File: src/rtl/adder_seq_pkg.sv
// Shared types and default constants for the adder measurement sequencer.
package adder_seq_pkg;

  localparam int unsigned DEF_WIDTH    = 32;
  localparam int unsigned DEF_CNT_W    = 32;
  localparam int unsigned DEF_WIN_W    = 16;
  localparam int unsigned DEF_WINDOW   = 1000;
  localparam int unsigned DEF_SETTLE   = 4;
  localparam int unsigned DEF_STOP_CYC = 2;

  typedef enum logic [2:0] {
    ST_IDLE   = 3'd0,
    ST_LOAD   = 3'd1,
    ST_SETTLE = 3'd2,
    ST_CHECK  = 3'd3,
    ST_RUN    = 3'd4,
    ST_STOP   = 3'd5,
    ST_DONE   = 3'd6
  } seq_state_e;

  function automatic int unsigned max_u(input int unsigned a, input int unsigned b);
    return (a > b) ? a : b;
  endfunction

endpackage

File: src/rtl/adder_measure_sequencer_if.sv
// Command, result and adder-side signals of the measurement sequencer.
interface adder_measure_sequencer_if
  import adder_seq_pkg::*;
#(
  parameter int unsigned WIDTH = DEF_WIDTH,
  parameter int unsigned CNT_W = DEF_CNT_W,
  parameter int unsigned WIN_W = DEF_WIN_W
) ();

  logic             cmd_valid;
  logic             cmd_ready;
  logic [WIDTH-1:0] cmd_a;
  logic [WIDTH-1:0] cmd_b;
  logic [WIN_W-1:0] cmd_window;
  logic             abort;

  logic [WIDTH-1:0] add_a;
  logic [WIDTH-1:0] add_b;
  logic             ring_en;
  logic             cnt_clear;
  logic [WIDTH-1:0] add_sum;
  logic [CNT_W-1:0] ring_count;

  logic             res_valid;
  logic             res_ready;
  logic [WIDTH-1:0] res_sum;
  logic             res_sum_ok;
  logic [CNT_W-1:0] res_count;
  logic             res_aborted;
  logic             busy;

  // Sequencer side
  modport master (
    input  cmd_valid, cmd_a, cmd_b, cmd_window, abort, add_sum, ring_count, res_ready,
    output cmd_ready, add_a, add_b, ring_en, cnt_clear,
           res_valid, res_sum, res_sum_ok, res_count, res_aborted, busy
  );

  // Host plus adder side
  modport slave (
    output cmd_valid, cmd_a, cmd_b, cmd_window, abort, add_sum, ring_count, res_ready,
    input  cmd_ready, add_a, add_b, ring_en, cnt_clear,
           res_valid, res_sum, res_sum_ok, res_count, res_aborted, busy
  );

endinterface

File: src/rtl/seq_down_counter.sv
// Loadable down-counter that stops at zero; times the SETTLE, RUN and STOP phases.
module seq_down_counter #(
  parameter int unsigned W = 16
) (
  input  logic         clk_i,
  input  logic         rst_n,
  input  logic         load_i,
  input  logic [W-1:0] load_val_i,
  output logic         zero_o
);

  logic [W-1:0] count_q;
  logic [W-1:0] count_d;

  always_comb begin
    count_d = count_q;
    if (load_i) begin
      count_d = load_val_i;
    end else if (count_q != '0) begin
      count_d = count_q - W'(1);
    end
  end

  always_ff @(posedge clk_i or negedge rst_n) begin
    if (!rst_n) begin
      count_q <= '0;
    end else begin
      count_q <= count_d;
    end
  end

  assign zero_o = (count_q == '0);

endmodule

File: src/rtl/adder_measure_sequencer.sv
// Drives one add-and-measure sequence per command: load operands, settle, check the
// sum, run the ring oscillator for a window, then return sum status and ring count.
module adder_measure_sequencer
  import adder_seq_pkg::*;
#(
  parameter int unsigned WIDTH    = DEF_WIDTH,
  parameter int unsigned CNT_W    = DEF_CNT_W,
  parameter int unsigned WIN_W    = DEF_WIN_W,
  parameter int unsigned WINDOW   = DEF_WINDOW,
  parameter int unsigned SETTLE   = DEF_SETTLE,
  parameter int unsigned STOP_CYC = DEF_STOP_CYC
) (
  input logic                       wb_clk_i,
  input logic                       rst_n,
  adder_measure_sequencer_if.master bus
);

  // One shared phase timer, wide enough for the largest of the three loads
  localparam int unsigned CTR_W =
    max_u(WIN_W, max_u(int'($clog2(SETTLE)), int'($clog2(STOP_CYC))));

  seq_state_e state_q, state_d;

  logic             ctr_load;
  logic [CTR_W-1:0] ctr_load_val;
  logic             ctr_zero;
  logic             accept;
  logic [WIDTH-1:0] wrapped_sum;

  logic             cmd_ready_q,   cmd_ready_d;
  logic             busy_q,        busy_d;
  logic             ring_en_q,     ring_en_d;
  logic             cnt_clear_q,   cnt_clear_d;
  logic             res_valid_q,   res_valid_d;
  logic [WIDTH-1:0] add_a_q,       add_a_d;
  logic [WIDTH-1:0] add_b_q,       add_b_d;
  logic [WIN_W-1:0] win_q,         win_d;
  logic [WIDTH-1:0] res_sum_q,     res_sum_d;
  logic             res_sum_ok_q,  res_sum_ok_d;
  logic [CNT_W-1:0] res_count_q,   res_count_d;
  logic             res_aborted_q, res_aborted_d;

  seq_down_counter #(.W(CTR_W)) u_timer (
    .clk_i      (wb_clk_i),
    .rst_n      (rst_n),
    .load_i     (ctr_load),
    .load_val_i (ctr_load_val),
    .zero_o     (ctr_zero)
  );

  // State register
  always_ff @(posedge wb_clk_i or negedge rst_n) begin
    if (!rst_n) begin
      state_q <= ST_IDLE;
    end else begin
      state_q <= state_d;
    end
  end

  // Next-state logic
  always_comb begin
    state_d = state_q;
    accept  = 1'b0;
    unique case (state_q)
      ST_IDLE: begin
        if (bus.cmd_valid && cmd_ready_q) begin
          accept  = 1'b1;
          state_d = ST_LOAD;
        end
      end
      ST_LOAD:   state_d = ST_SETTLE;
      ST_SETTLE: if (ctr_zero) state_d = ST_CHECK;
      ST_CHECK:  state_d = ST_RUN;
      ST_RUN:    if (bus.abort || ctr_zero) state_d = ST_STOP;
      ST_STOP:   if (ctr_zero) state_d = ST_DONE;
      ST_DONE:   if (bus.res_ready) state_d = ST_IDLE;
      default:   state_d = ST_IDLE;
    endcase
  end

  // Output / datapath next values; the timer is reloaded on entry to each timed phase
  always_comb begin
    ctr_load      = 1'b0;
    ctr_load_val  = '0;
    wrapped_sum   = add_a_q + add_b_q;
    cmd_ready_d   = (state_d == ST_IDLE);
    busy_d        = (state_d != ST_IDLE);
    ring_en_d     = (state_d == ST_RUN);
    cnt_clear_d   = (state_d == ST_LOAD);
    res_valid_d   = (state_d == ST_DONE);
    add_a_d       = add_a_q;
    add_b_d       = add_b_q;
    win_d         = win_q;
    res_sum_d     = res_sum_q;
    res_sum_ok_d  = res_sum_ok_q;
    res_count_d   = res_count_q;
    res_aborted_d = res_aborted_q;

    if (state_d != state_q) begin
      unique case (state_d)
        ST_SETTLE: begin
          ctr_load     = 1'b1;
          ctr_load_val = CTR_W'(SETTLE - 1);
        end
        ST_RUN: begin
          ctr_load     = 1'b1;
          ctr_load_val = CTR_W'(win_q - WIN_W'(1));
        end
        ST_STOP: begin
          ctr_load     = 1'b1;
          ctr_load_val = CTR_W'(STOP_CYC - 1);
        end
        default: ;
      endcase
    end

    if (accept) begin
      add_a_d       = bus.cmd_a;
      add_b_d       = bus.cmd_b;
      win_d         = (bus.cmd_window == '0) ? WIN_W'(WINDOW) : bus.cmd_window;
      res_aborted_d = 1'b0;
    end

    if (state_q == ST_CHECK) begin
      res_sum_d    = bus.add_sum;
      res_sum_ok_d = (bus.add_sum == wrapped_sum);
    end

    if (state_q == ST_RUN && bus.abort) begin
      res_aborted_d = 1'b1;
    end

    if (state_q == ST_STOP && state_d == ST_DONE) begin
      res_count_d = bus.ring_count;
    end
  end

  // Output and datapath registers
  always_ff @(posedge wb_clk_i or negedge rst_n) begin
    if (!rst_n) begin
      cmd_ready_q   <= 1'b1;
      busy_q        <= 1'b0;
      ring_en_q     <= 1'b0;
      cnt_clear_q   <= 1'b0;
      res_valid_q   <= 1'b0;
      add_a_q       <= '0;
      add_b_q       <= '0;
      win_q         <= '0;
      res_sum_q     <= '0;
      res_sum_ok_q  <= 1'b0;
      res_count_q   <= '0;
      res_aborted_q <= 1'b0;
    end else begin
      cmd_ready_q   <= cmd_ready_d;
      busy_q        <= busy_d;
      ring_en_q     <= ring_en_d;
      cnt_clear_q   <= cnt_clear_d;
      res_valid_q   <= res_valid_d;
      add_a_q       <= add_a_d;
      add_b_q       <= add_b_d;
      win_q         <= win_d;
      res_sum_q     <= res_sum_d;
      res_sum_ok_q  <= res_sum_ok_d;
      res_count_q   <= res_count_d;
      res_aborted_q <= res_aborted_d;
    end
  end

  assign bus.cmd_ready   = cmd_ready_q;
  assign bus.busy        = busy_q;
  assign bus.ring_en     = ring_en_q;
  assign bus.cnt_clear   = cnt_clear_q;
  assign bus.res_valid   = res_valid_q;
  assign bus.add_a       = add_a_q;
  assign bus.add_b       = add_b_q;
  assign bus.res_sum     = res_sum_q;
  assign bus.res_sum_ok  = res_sum_ok_q;
  assign bus.res_count   = res_count_q;
  assign bus.res_aborted = res_aborted_q;

endmodule

File: src/flat_wrapper.sv
// flat-port wrapper written by rule: the top's interface ports become plain ports
module adder_measure_sequencer_flat import adder_seq_pkg::*;
#(
  parameter int unsigned WIDTH    = DEF_WIDTH,
  parameter int unsigned CNT_W    = DEF_CNT_W,
  parameter int unsigned WIN_W    = DEF_WIN_W,
  parameter int unsigned WINDOW   = DEF_WINDOW,
  parameter int unsigned SETTLE   = DEF_SETTLE,
  parameter int unsigned STOP_CYC = DEF_STOP_CYC
)
  (wb_clk_i, rst_n, bus_cmd_valid, bus_cmd_a, bus_cmd_b, bus_cmd_window, bus_abort, bus_add_sum, bus_ring_count, bus_res_ready, bus_cmd_ready, bus_add_a, bus_add_b, bus_ring_en, bus_cnt_clear, bus_res_valid, bus_res_sum, bus_res_sum_ok, bus_res_count, bus_res_aborted, bus_busy);
  adder_measure_sequencer_if #(.WIDTH(WIDTH), .CNT_W(CNT_W), .WIN_W(WIN_W)) bus_i ();
  input logic wb_clk_i;
  input logic rst_n;
  input wire logic [$bits(bus_i.cmd_valid)-1:0] bus_cmd_valid;
  input wire logic [$bits(bus_i.cmd_a)-1:0] bus_cmd_a;
  input wire logic [$bits(bus_i.cmd_b)-1:0] bus_cmd_b;
  input wire logic [$bits(bus_i.cmd_window)-1:0] bus_cmd_window;
  input wire logic [$bits(bus_i.abort)-1:0] bus_abort;
  input wire logic [$bits(bus_i.add_sum)-1:0] bus_add_sum;
  input wire logic [$bits(bus_i.ring_count)-1:0] bus_ring_count;
  input wire logic [$bits(bus_i.res_ready)-1:0] bus_res_ready;
  output wire logic [$bits(bus_i.cmd_ready)-1:0] bus_cmd_ready;
  output wire logic [$bits(bus_i.add_a)-1:0] bus_add_a;
  output wire logic [$bits(bus_i.add_b)-1:0] bus_add_b;
  output wire logic [$bits(bus_i.ring_en)-1:0] bus_ring_en;
  output wire logic [$bits(bus_i.cnt_clear)-1:0] bus_cnt_clear;
  output wire logic [$bits(bus_i.res_valid)-1:0] bus_res_valid;
  output wire logic [$bits(bus_i.res_sum)-1:0] bus_res_sum;
  output wire logic [$bits(bus_i.res_sum_ok)-1:0] bus_res_sum_ok;
  output wire logic [$bits(bus_i.res_count)-1:0] bus_res_count;
  output wire logic [$bits(bus_i.res_aborted)-1:0] bus_res_aborted;
  output wire logic [$bits(bus_i.busy)-1:0] bus_busy;
  assign bus_i.cmd_valid = bus_cmd_valid;
  assign bus_i.cmd_a = bus_cmd_a;
  assign bus_i.cmd_b = bus_cmd_b;
  assign bus_i.cmd_window = bus_cmd_window;
  assign bus_i.abort = bus_abort;
  assign bus_i.add_sum = bus_add_sum;
  assign bus_i.ring_count = bus_ring_count;
  assign bus_i.res_ready = bus_res_ready;
  assign bus_cmd_ready = bus_i.cmd_ready;
  assign bus_add_a = bus_i.add_a;
  assign bus_add_b = bus_i.add_b;
  assign bus_ring_en = bus_i.ring_en;
  assign bus_cnt_clear = bus_i.cnt_clear;
  assign bus_res_valid = bus_i.res_valid;
  assign bus_res_sum = bus_i.res_sum;
  assign bus_res_sum_ok = bus_i.res_sum_ok;
  assign bus_res_count = bus_i.res_count;
  assign bus_res_aborted = bus_i.res_aborted;
  assign bus_busy = bus_i.busy;
  adder_measure_sequencer #(.WIDTH(WIDTH), .CNT_W(CNT_W), .WIN_W(WIN_W), .WINDOW(WINDOW), .SETTLE(SETTLE), .STOP_CYC(STOP_CYC)) u_core (.wb_clk_i(wb_clk_i), .rst_n(rst_n), .bus(bus_i));
endmodule
File: config.mk
export PLATFORM = sky130hd
export DESIGN_NAME = adder_measure_sequencer_flat
export DESIGN_NICKNAME = d
export VERILOG_FILES = /design/src/rtl/adder_seq_pkg.sv /design/src/rtl/adder_measure_sequencer_if.sv /design/src/rtl/seq_down_counter.sv /design/src/rtl/adder_measure_sequencer.sv /design/src/flat_wrapper.sv
export SDC_FILE = /design/constraint.sdc
export NUM_CORES = 1
export LEC_CHECK = 0
export CAP_MARGIN = 20
export CORE_ASPECT_RATIO = 1.5
export CORE_MARGIN = 1
export CORE_UTILIZATION = 31
export CTS_CLUSTER_SIZE = 24
export DETAILED_ROUTE_END_ITERATION = 16
export GPL_TIMING_DRIVEN = 1
export PLACE_DENSITY = 0.54
export SLEW_MARGIN = 25
export SYNTH_ARGS = -nofsm -noshare
export SYNTH_HDL_FRONTEND = slang
export SYNTH_SLANG_ARGS = --single-unit
File: constraint.sdc
create_clock -name wb_clk_i -period 5 [get_ports wb_clk_i]
set_input_delay 0.5 -clock wb_clk_i [delete_from_list [all_inputs] [get_ports wb_clk_i]]
set_output_delay 0.5 -clock wb_clk_i [all_outputs]
set_load 0.03 [all_outputs]
Word-level counts from Yosys, hierarchy flattened
Index checks and enable logic that the tools add are counted.
Word-level totals
  register bits: 170
  bits of input ports: 149
  output and inout bits: 135
  logic and storage cells: 60
Cells by class
  $add $sub $neg: 3
  equal/unequal tests: 13
  multiplexer cells: 17
  reductions and logical operators: 13
Operator list (number)
  2-to-1 mux 16 bit: 4
  case mux 16 bit (3 select lines): 1
  adder 32 bit: 1
  == test 32 bit: 1
  zero test 16 bit: 2
  subtractor 16 x 1 -> 16 bit (second input constant): 2
  case mux 3 bit (7 select lines): 1
  == test 3 bit (second input constant): 6
  nonzero test 16 bit: 1
  2-to-1 mux 3 bit: 5
  == test 3 x 2 -> 1 bit (second input constant): 3
  == test 3 x 1 -> 1 bit (second input constant): 2
  zero test 3 bit: 2
  2-to-1 mux 1 bit: 6
  nonzero test 2 bit: 2
  logical AND 1 bit: 3
  != test 3 bit: 1
  nonzero test 3 bit: 1
  OR reduction 3 bit: 1
  logical OR 1 bit: 1

Depth between registers and ports, before layout
Gate-level depths: netlist of the first run.
  depth in word-level cells: 9
  gate-level depth with buffers: 12

By module
From an unflattened synthesis of the first run, not the netlist that was laid out.
Unflattened totals
  cell total of the unflattened synthesis: 881
  area total of the unflattened synthesis: 9510.4 µm²
By module, submodules not included
  adder_measure_sequencer: instances 1, cells an instance 774, area each 8510.7 µm², seq. area each 3854.9 µm²
  seq_down_counter: instances 1, cells an instance 107, area each 999.7 µm², seq. area each 400.4 µm²

Worst setup path after synthesis of the first run
No wires, ideal clock.
  path kind: register to register
  start: reg u_core.add_b_q[0] (netlist: u_core.bus.add_b[0])
  end: reg u_core.res_sum_ok_q (netlist: u_core.bus.res_sum_ok)
  library setup time: 104 ps
  data arrival time: 3198 ps
  required time: 4896 ps
  path slack: 1698 ps
  stages on the path, launching flop included: 11
  path buffers: 0
  clock period less this slack: 3302 ps
  cells stage by stage: dfrtp_1 > ha_1 > fa_1 > a211oi_1 > o21ai_1 > a22o_1 > a211o_1 > or4_1 > nor4_1 > nand4_1 > o41ai_2
Between the ends
  cells in the longest elaborated chain, start to end: 2
Ends and longest elaborated chain
  from (decl): RTL line adder_measure_sequencer.sv:36  | logic [WIDTH-1:0] add_b_q, add_b_d;
  from (signal assigned): RTL line adder_measure_sequencer.sv:147  | add_b_q <= '0;
  from (signal assigned): RTL line adder_measure_sequencer.sv:160  | add_b_q <= add_b_d;
  adder 32 bit: RTL line adder_measure_sequencer.sv:85  | wrapped_sum = add_a_q + add_b_q;
  == test 32 bit: RTL line adder_measure_sequencer.sv:126  | res_sum_ok_d = (bus.add_sum == wrapped_sum);
  to (signal assigned): RTL line adder_measure_sequencer.sv:163  | res_sum_ok_q <= res_sum_ok_d;
  to (decl): RTL line adder_measure_sequencer.sv:39  | logic res_sum_ok_q, res_sum_ok_d;
Every way passes these cells.
A chain may end at the register's enable or synchronous reset.

Worst setup path after layout of the first run
Same ends and word-level chain as after synthesis.

==> metrics.md, run 1 <==
| Metric | Value |
|---|---|
| Setup slack after layout | between 1 and 1.5 ns |
| Least-Margin Pin Slew | about 0.83 ns |
| Final Cycle Share | 0.7351 |
| Most frequent cells in the layout | clkdlybuf4s50_1, dfrtp_1, nand2_1, mux2_2 |
| First-pass GRT wire length | 47100 um |
| Largest net degree at the start of global routing | 73 |
| Num rows | between 70 and 80 |
| Critical Path End Type | flip-flop |
| Total GRT Usage | 0.1932 |
| Synthesized instance count | 912 |
| Leakage Power | ~5.7 nW |
| Clk slew on worst S/H paths | approximately 0.070 ns |
| FMAX | 272.1 MHz |
| CTS Sinks | between 150 and 200 |
| Fraction of layout cells with a size suffix above 1 | 0.1390 |
| DIE WIDTH | between 100 and 150 um |
| Routed wire length | between 20000 and 30000 um |
| Synthesis-to-layout area growth | 39.20% |
| Synthesized flop and latch total | 170 |
| Clk buf depth | 2 |
| N_diodes | 0 |
| RSZ-0062 raised after global routing | false |
| CTS Hold Buffers Added | 0 |
| Endpoints failing setup | 0 |
| Ys async rst share | 1.000 |
| Outcome | complete, no violations |
| Peak VDD IR | approximately 0.00033 V |
| Vias per cell | around 5 |
| Total number of vias | between 7000 and 8000 |
| Pre-antenna DRT Iters | 5 |
| Global placer's final weighted congestion | 0.8803 |
| Critical path class | reg2reg |
| Synthesized area | around 0.0095 mm2 |
| Worst Clk Skew | around 0.02 ns |
| Crit path DAT | approximately 4 ns |
| Power Dens Cells | around 760 mW/mm2 |
| Synth unique cells | 75 |
| Crit-path max FO | 3 |
| Max-cap violations | 0 |
| Synth Warn # | 0 |
| Die area | 0.03149 mm2 |
| Total power | 0.01007 W |
| Max_slew headroom | 0.4300 |
| CTS resizes | 0 |
| CTS tree | built |
| Ys flop type | dfrtp_1 |
| Critical path startpoint category | flip-flop |
| Commonest non-fill, non-tap cell in the layout | clkdlybuf4s50_1 |
| Final setup TNS | 0 ns |
| Die span in y | 216.8 um |
| Number of top-level pins | 284 |
| Period minus WS final | between 3 and 4 ns |
| Wire length per cell | 18.49 um |
| WHS | between 0.06 and 0.07 ns |
| Skew-Pair Late Insertion Delay | around 0.46 ns |
| CTS buffer count | 17 |
| Syn Nets | approximately 1100 |
| Initial Util | 0.3153 |
| Number of synthesized flops with an enable pin | 0 |
| Dpl ws | 1.436 ns |
| Core ar. | about 0.030 mm2 |
| Final Hold Fails | 0 |
| Post-synthesis sequential area ratio | 0.4461 |
| Drc violations | 0 |
| Initial antenna violation count | 0 |
| Buffers on Ports | ~280 |
| FF-to-FF setup slack | approximately 1.3 ns |
| Post-CTS setup buffers | 0 |
| Layout Nets | roughly 1400 |
| H-tree Lvls | 4 |
| Antenna Violating Nets Remaining | 0 |
| Slew Limit Fails | 0 |
| GR Overflow Total | 0 |
| Number of global-route vias before repair | around 8300 |
| Worst endpoint required time | approximately 5.4 ns |
| Initial DRC count | 317 |
| Average size of a mapped cell | 10.46 um2 |
| Final core occ | 0.4388 |
| Hold WC Path Type | in2async |
| Clock root cell | clkbuf_16 |
| Post-DP HPWL | roughly 23000 um |
[final cells by class]
class	instances	area, um2
Fill cell	2985	16980
Multi-Input combinational cell	683	5010
Sequential cell	170	4255
Timing Repair Buffer	289	2879
Tap cell	400	500.5
Clock buffer	18	429.2
Clock inverter	14	153.9
Inverter	13	48.80
[layer usage]
metal  track usage  up-vias  share of wire
met1        0.2341     3815           0.42
met2        0.3335      244           0.50
li1              -     3804              -
met4       0.07930        0          0.022
met3       0.03941       33          0.053
met5             0        -              0
[kinds of logic (layout without fill, tap and decap cells)]
kind of cell	after synthesis	in the layout	synth area share
AOI/OAI and AO/OA	172	172	0.1233
xor gates and xnor gates	68	68	0.06389
adders and majority gates	34	34	0.04539
buffers and inverters	59	334	0.03030
DFF	170	170	0.4462
muxes	114	114	0.1455
and+or+nand+nor	295	295	0.1455
[power breakdown]
part,total (W),switching (W),internal [W]
Clock,0.00134,0.000625,0.000711
Sequential,0.00245,0.000503,0.00194
Combinational,0.00628,0.00361,0.00267
[per-stage QoR]
step | cells | area (um2)
floorplan | 912 | 9538
finish | 1587 | 13280
global placement | 1555 | 12690
detailed placement | 1555 | 12690
global route | 1587 | 13280
CTS | 1587 | 13270
[flip-flops by register name, summed over array words and instances (netlist names)]
signal and count:
u_core.bus.ring_en 1, u_core.bus.cmd_ready 1, u_core.bus.res_aborted 1, u_core.bus.cnt_clear 1
u_core.bus.res_count 32, u_core.bus.res_sum 32, u_core.bus.add_a 32, u_core.win_q 16
u_core.bus.busy 1, u_core.u_timer.count_q 16, u_core.bus.add_b 32, u_core.bus.res_valid 1
u_core.state_q 3, u_core.bus.res_sum_ok 1
[synth_stat cells, types with 4 or more instances]
master     number  area, um2
mux2_2         77      867.1
mux2i_1         7      70.07
nand3_1        11      55.05
or4_1           7      52.55
nand4_1        19      118.9
nor3_1         18      90.09
o21ai_0        29      145.1
o211ai_1        6      45.04
a21o_1         13      97.59
inv_1          13      48.80
dfrtp_1       169       4229
o21a_1          7      52.55
nor2_1         40      150.1
buf_1           4      15.01
a211oi_1        6      45.04
nand2_1       146      548.0
a21boi_0        5      37.54
a21oi_1        39      195.2
and3_1          6      37.54
ha_1           33      412.9
or2_2           4      25.02
nand2b_1        5      31.28
xnor2_1        40      350.3
a22oi_1        14      105.1
and2_1          5      31.28
nor4_1         13      81.33
a31oi_1         7      43.79
xor2_1         27      236.5
a2111oi_0       4      35.03
clkbuf_1       34      127.6
o22a_1          6      52.55
mux2_4         30      450.4
[worst max-delay path, cell delays in order (launching register included)]
cell and delay [ns]:
dfrtp_1 0.40, ha_1 0.25, fa_1 0.43, xnor3_1 0.31
nand4_1 0.12, a2111oi_0 0.65, nand4_1 0.15, nor4_1 0.46
nand4_1 0.15, nor4_1 0.27, nand4_1 0.15, o41ai_2 0.22
[path summary, 6_finish.rpt]
kind,start,end,cells past startpoint
setup / recovery,u_core.bus.add_b[0],u_core.bus.res_sum_ok,11
min in group wb_clk_i,u_core.bus.res_sum[31],u_core.bus.res_sum[31],2
max in group asynchronous,rst_n,u_core.bus.add_a[15],2
setup reg to reg,u_core.bus.add_b[0],u_core.bus.res_sum_ok,11
hold / removal,rst_n,u_core.bus.res_count[20],1
hold reg to reg,u_core.bus.res_sum[31],u_core.bus.res_sum[31],2
No activity file was read; power rests on OpenSTA's default activity.
==> run 2: changes to the inputs <==
==> constraint.sdc (replaced) <==
create_clock -name wb_clk_i -period 3.51 [get_ports wb_clk_i]
set_input_delay 0.351 -clock wb_clk_i [delete_from_list [all_inputs] [get_ports wb_clk_i]]
set_output_delay 0.351 -clock wb_clk_i [all_outputs]
set_load 0.03 [all_outputs]
==> run 2 against run 1 <==
Effect of this change:
- fmax is 13% higher
- final area rose by 1.4%
- clock skew is 0.0093 ns lower
- critical path depth down 1
- combinational power grew 46%
- register-to-register slack worse by 1.1 ns
- largest power group unchanged
- sequential power grew 42%
- via count rose by 1.1%
- largest cell class unchanged
==> metrics.md, run 2 (same netlist as run 1, synthesis figures left out) <==
| Metric | Value |
|---|---|
| Outcome | complete, no violations |
| Layout Nets | approximately 1400 |
| CTS Sinks | 170 |
| Total number of vias | between 7000 and 8000 |
| Multi-input logic area | around 0.0050 mm2 |
| Final setup TNS | 0 ns |
| Final Hold Fails | 0 |
| Critical Path End Type | flip-flop |
| Power Dens Cells | ~1100 mW/mm2 |
| Period minus WS final | about 3.2 ns |
| Critical path class | reg2reg |
| Core ar. | around 0.030 mm2 |
| Initial Util | 0.3153 |
| Max incr delay on CP | about 0.56 ns |
| Number of top-level pins | 284 |
| Hold WC Path Type | reg2reg |
| Largest net degree at the start of global routing | 86 |
| Global placer's final weighted congestion | between 0.8 and 0.9 |
| Post-DP HPWL | 23440 um |
| Fraction of layout cells with a size suffix above 1 | 0.1534 |
| Peak VDD IR | between 0.0005 and 0.0006 V |
| Max-cap violations | 0 |
| Non-filler cells, final | 1606 |
| Worst endpoint required time | between 3 and 4 ns |
| Design area | ~0.013 mm2 |
| Dpl cells | between 1500 and 2000 |
| Number of global-route vias before repair | 8448 |
| Crit-path max FO | 6 |
| Synthesis-to-layout area growth | 41.14% |
| # fillers | roughly 2900 |
| H-tree Lvls | 4 |
| Final Cycle Share | 0.9252 |
| Vias per cell | between 4 and 5 |
| Die area | 0.03149 mm2 |
| Critical path startpoint category | flip-flop |
| Wire length per cell | roughly 19 um |
| Clk slew on worst S/H paths | roughly 0.080 ns |
| Placed cell area | around 0.013 mm2 |
| WHS | between 0.4 and 0.5 ns |
| Num rows | 78 |
| Max_slew headroom | 0.4103 |
| CTS tree | built |
| Total GRT Usage | 0.1975 |
| N_diodes | 0 |
| Leakage Power | about 5.8 nW |
| Initial DRC count | roughly 330 |
| GR Overflow Total | 0 |
| Antenna Violating Nets Remaining | 0 |
| Routed wire length | about 30000 um |
| CTS buffer count | 17 |
| Drc violations | 0 |
| Buffers on Ports | between 200 and 300 |
| Initial antenna violation count | 0 |
| Total power | ~0.015 W |
| Clk buf depth | 2 |
| Skew-Pair Late Insertion Delay | approximately 0.46 ns |
| Most frequent cells in the layout | clkdlybuf4s50_1, dfrtp_1, nand2_1, mux2_2 |
| RSZ-0062 raised after global routing | false |
| Die span in y | approximately 220 um |
| DIE WIDTH | between 100 and 150 um |
| Slew Limit Fails | 0 |
| Least-Margin Pin Slew | roughly 0.88 ns |
| Seq. cell area | about 0.0043 mm2 |
| Slowest CP cell | or4_1 |
| First-pass GRT wire length | between 40000 and 50000 um |
| Worst Clk Skew | between 0.01 and 0.015 ns |
| Crit path DAT | 3.61 ns |
| Endpoints failing setup | 0 |
| Commonest non-fill, non-tap cell in the layout | clkdlybuf4s50_1 |
| CP Cell Sequence | ha_1, a21oi_1, o21ai_0, a21boi_0, a31oi_1, a211o_1, or4_1, nor4_2, nand4_1, o41ai_2 |
| Pre-antenna DRT Iters | 4 |
| FMAX | 307.9 MHz |
| Clock root cell | clkbuf_16 |
-- run 2: repair_timing --
action | CTS | global route
buffers inserted | 0 | 0
gates resized for setup | 0 | 3
hold buffers | 1 | 0
endpoints found under the setup margin | 0 | 1
endpoints found under the hold margin | 81 | 0
-- run 2: per-stage QoR --
step | setup WS, ns | utilization
5_1_grt | 0.06168 | 0.4450
4_1_cts | 0.1130 | 0.4445
2_1_floorplan | 0.2081 | -
3_3_place_gp | 0.1619 | 0.4246
6_report | 0.2624 | 0.4450
3_5_place_dp | 0.1396 | 0.4246
-- run 2: critical path, delay by kind of cell (launching register included) --
| family | cells | cell delay [ns] |
|---|---|---|
| DFF | 1 | 0.40 |
| AOI/OAI and AO/OA | 6 | 1.40 |
| adders and majority gates | 1 | 0.39 |
| and+or+nand+nor | 3 | 0.97 |
-- run 2: final timing paths --
path,start,slack (ns),cells after the start,to
max in group asynchronous,rst_n,2.05,3,u_core.bus.add_a[15]
setup / recovery,u_core.bus.add_b[8],0.26,10,u_core.bus.res_sum_ok
hold reg to reg,u_core.bus.res_sum[25],0.48,2,u_core.bus.res_sum[25]
min in group asynchronous,rst_n,0.56,2,u_core.bus.res_count[22]
setup reg to reg,u_core.bus.add_b[8],0.26,10,u_core.bus.res_sum_ok
hold / removal,u_core.bus.res_sum[25],0.48,2,u_core.bus.res_sum[25]
-- run 2: power by group --
part | internal (W) | switching [W]
Sequential | 0.00277 | 0.000709
Combinational | 0.00399 | 0.00520
Clock | 0.00103 | 0.000901
Total | 0.00779 | 0.00681
-- run 2: metal layers --
metal | wire [um] | share of wire | up-vias | track usage
li1 | - | - | 3846 | -
met1 | 12780 | 0.42 | 3851 | 0.2398
met2 | 14960 | 0.50 | 243 | 0.3423
met3 | 1548 | 0.051 | 42 | 0.03878
met4 | 791 | 0.026 | 0 | 0.07895
met5 | 0 | 0 | - | 0
-- run 2: area by class of cell --
| cell class | count | area share |
|---|---|---|
| multi-input combinational | 683 | 0.3725 |
| sequential | 170 | 0.3161 |
| timing repair buffer | 308 | 0.2265 |
| tap | 400 | 0.03718 |
| clock buffer | 19 | 0.03290 |
| clock inverter | 13 | 0.01115 |
| inverter | 13 | 0.003625 |
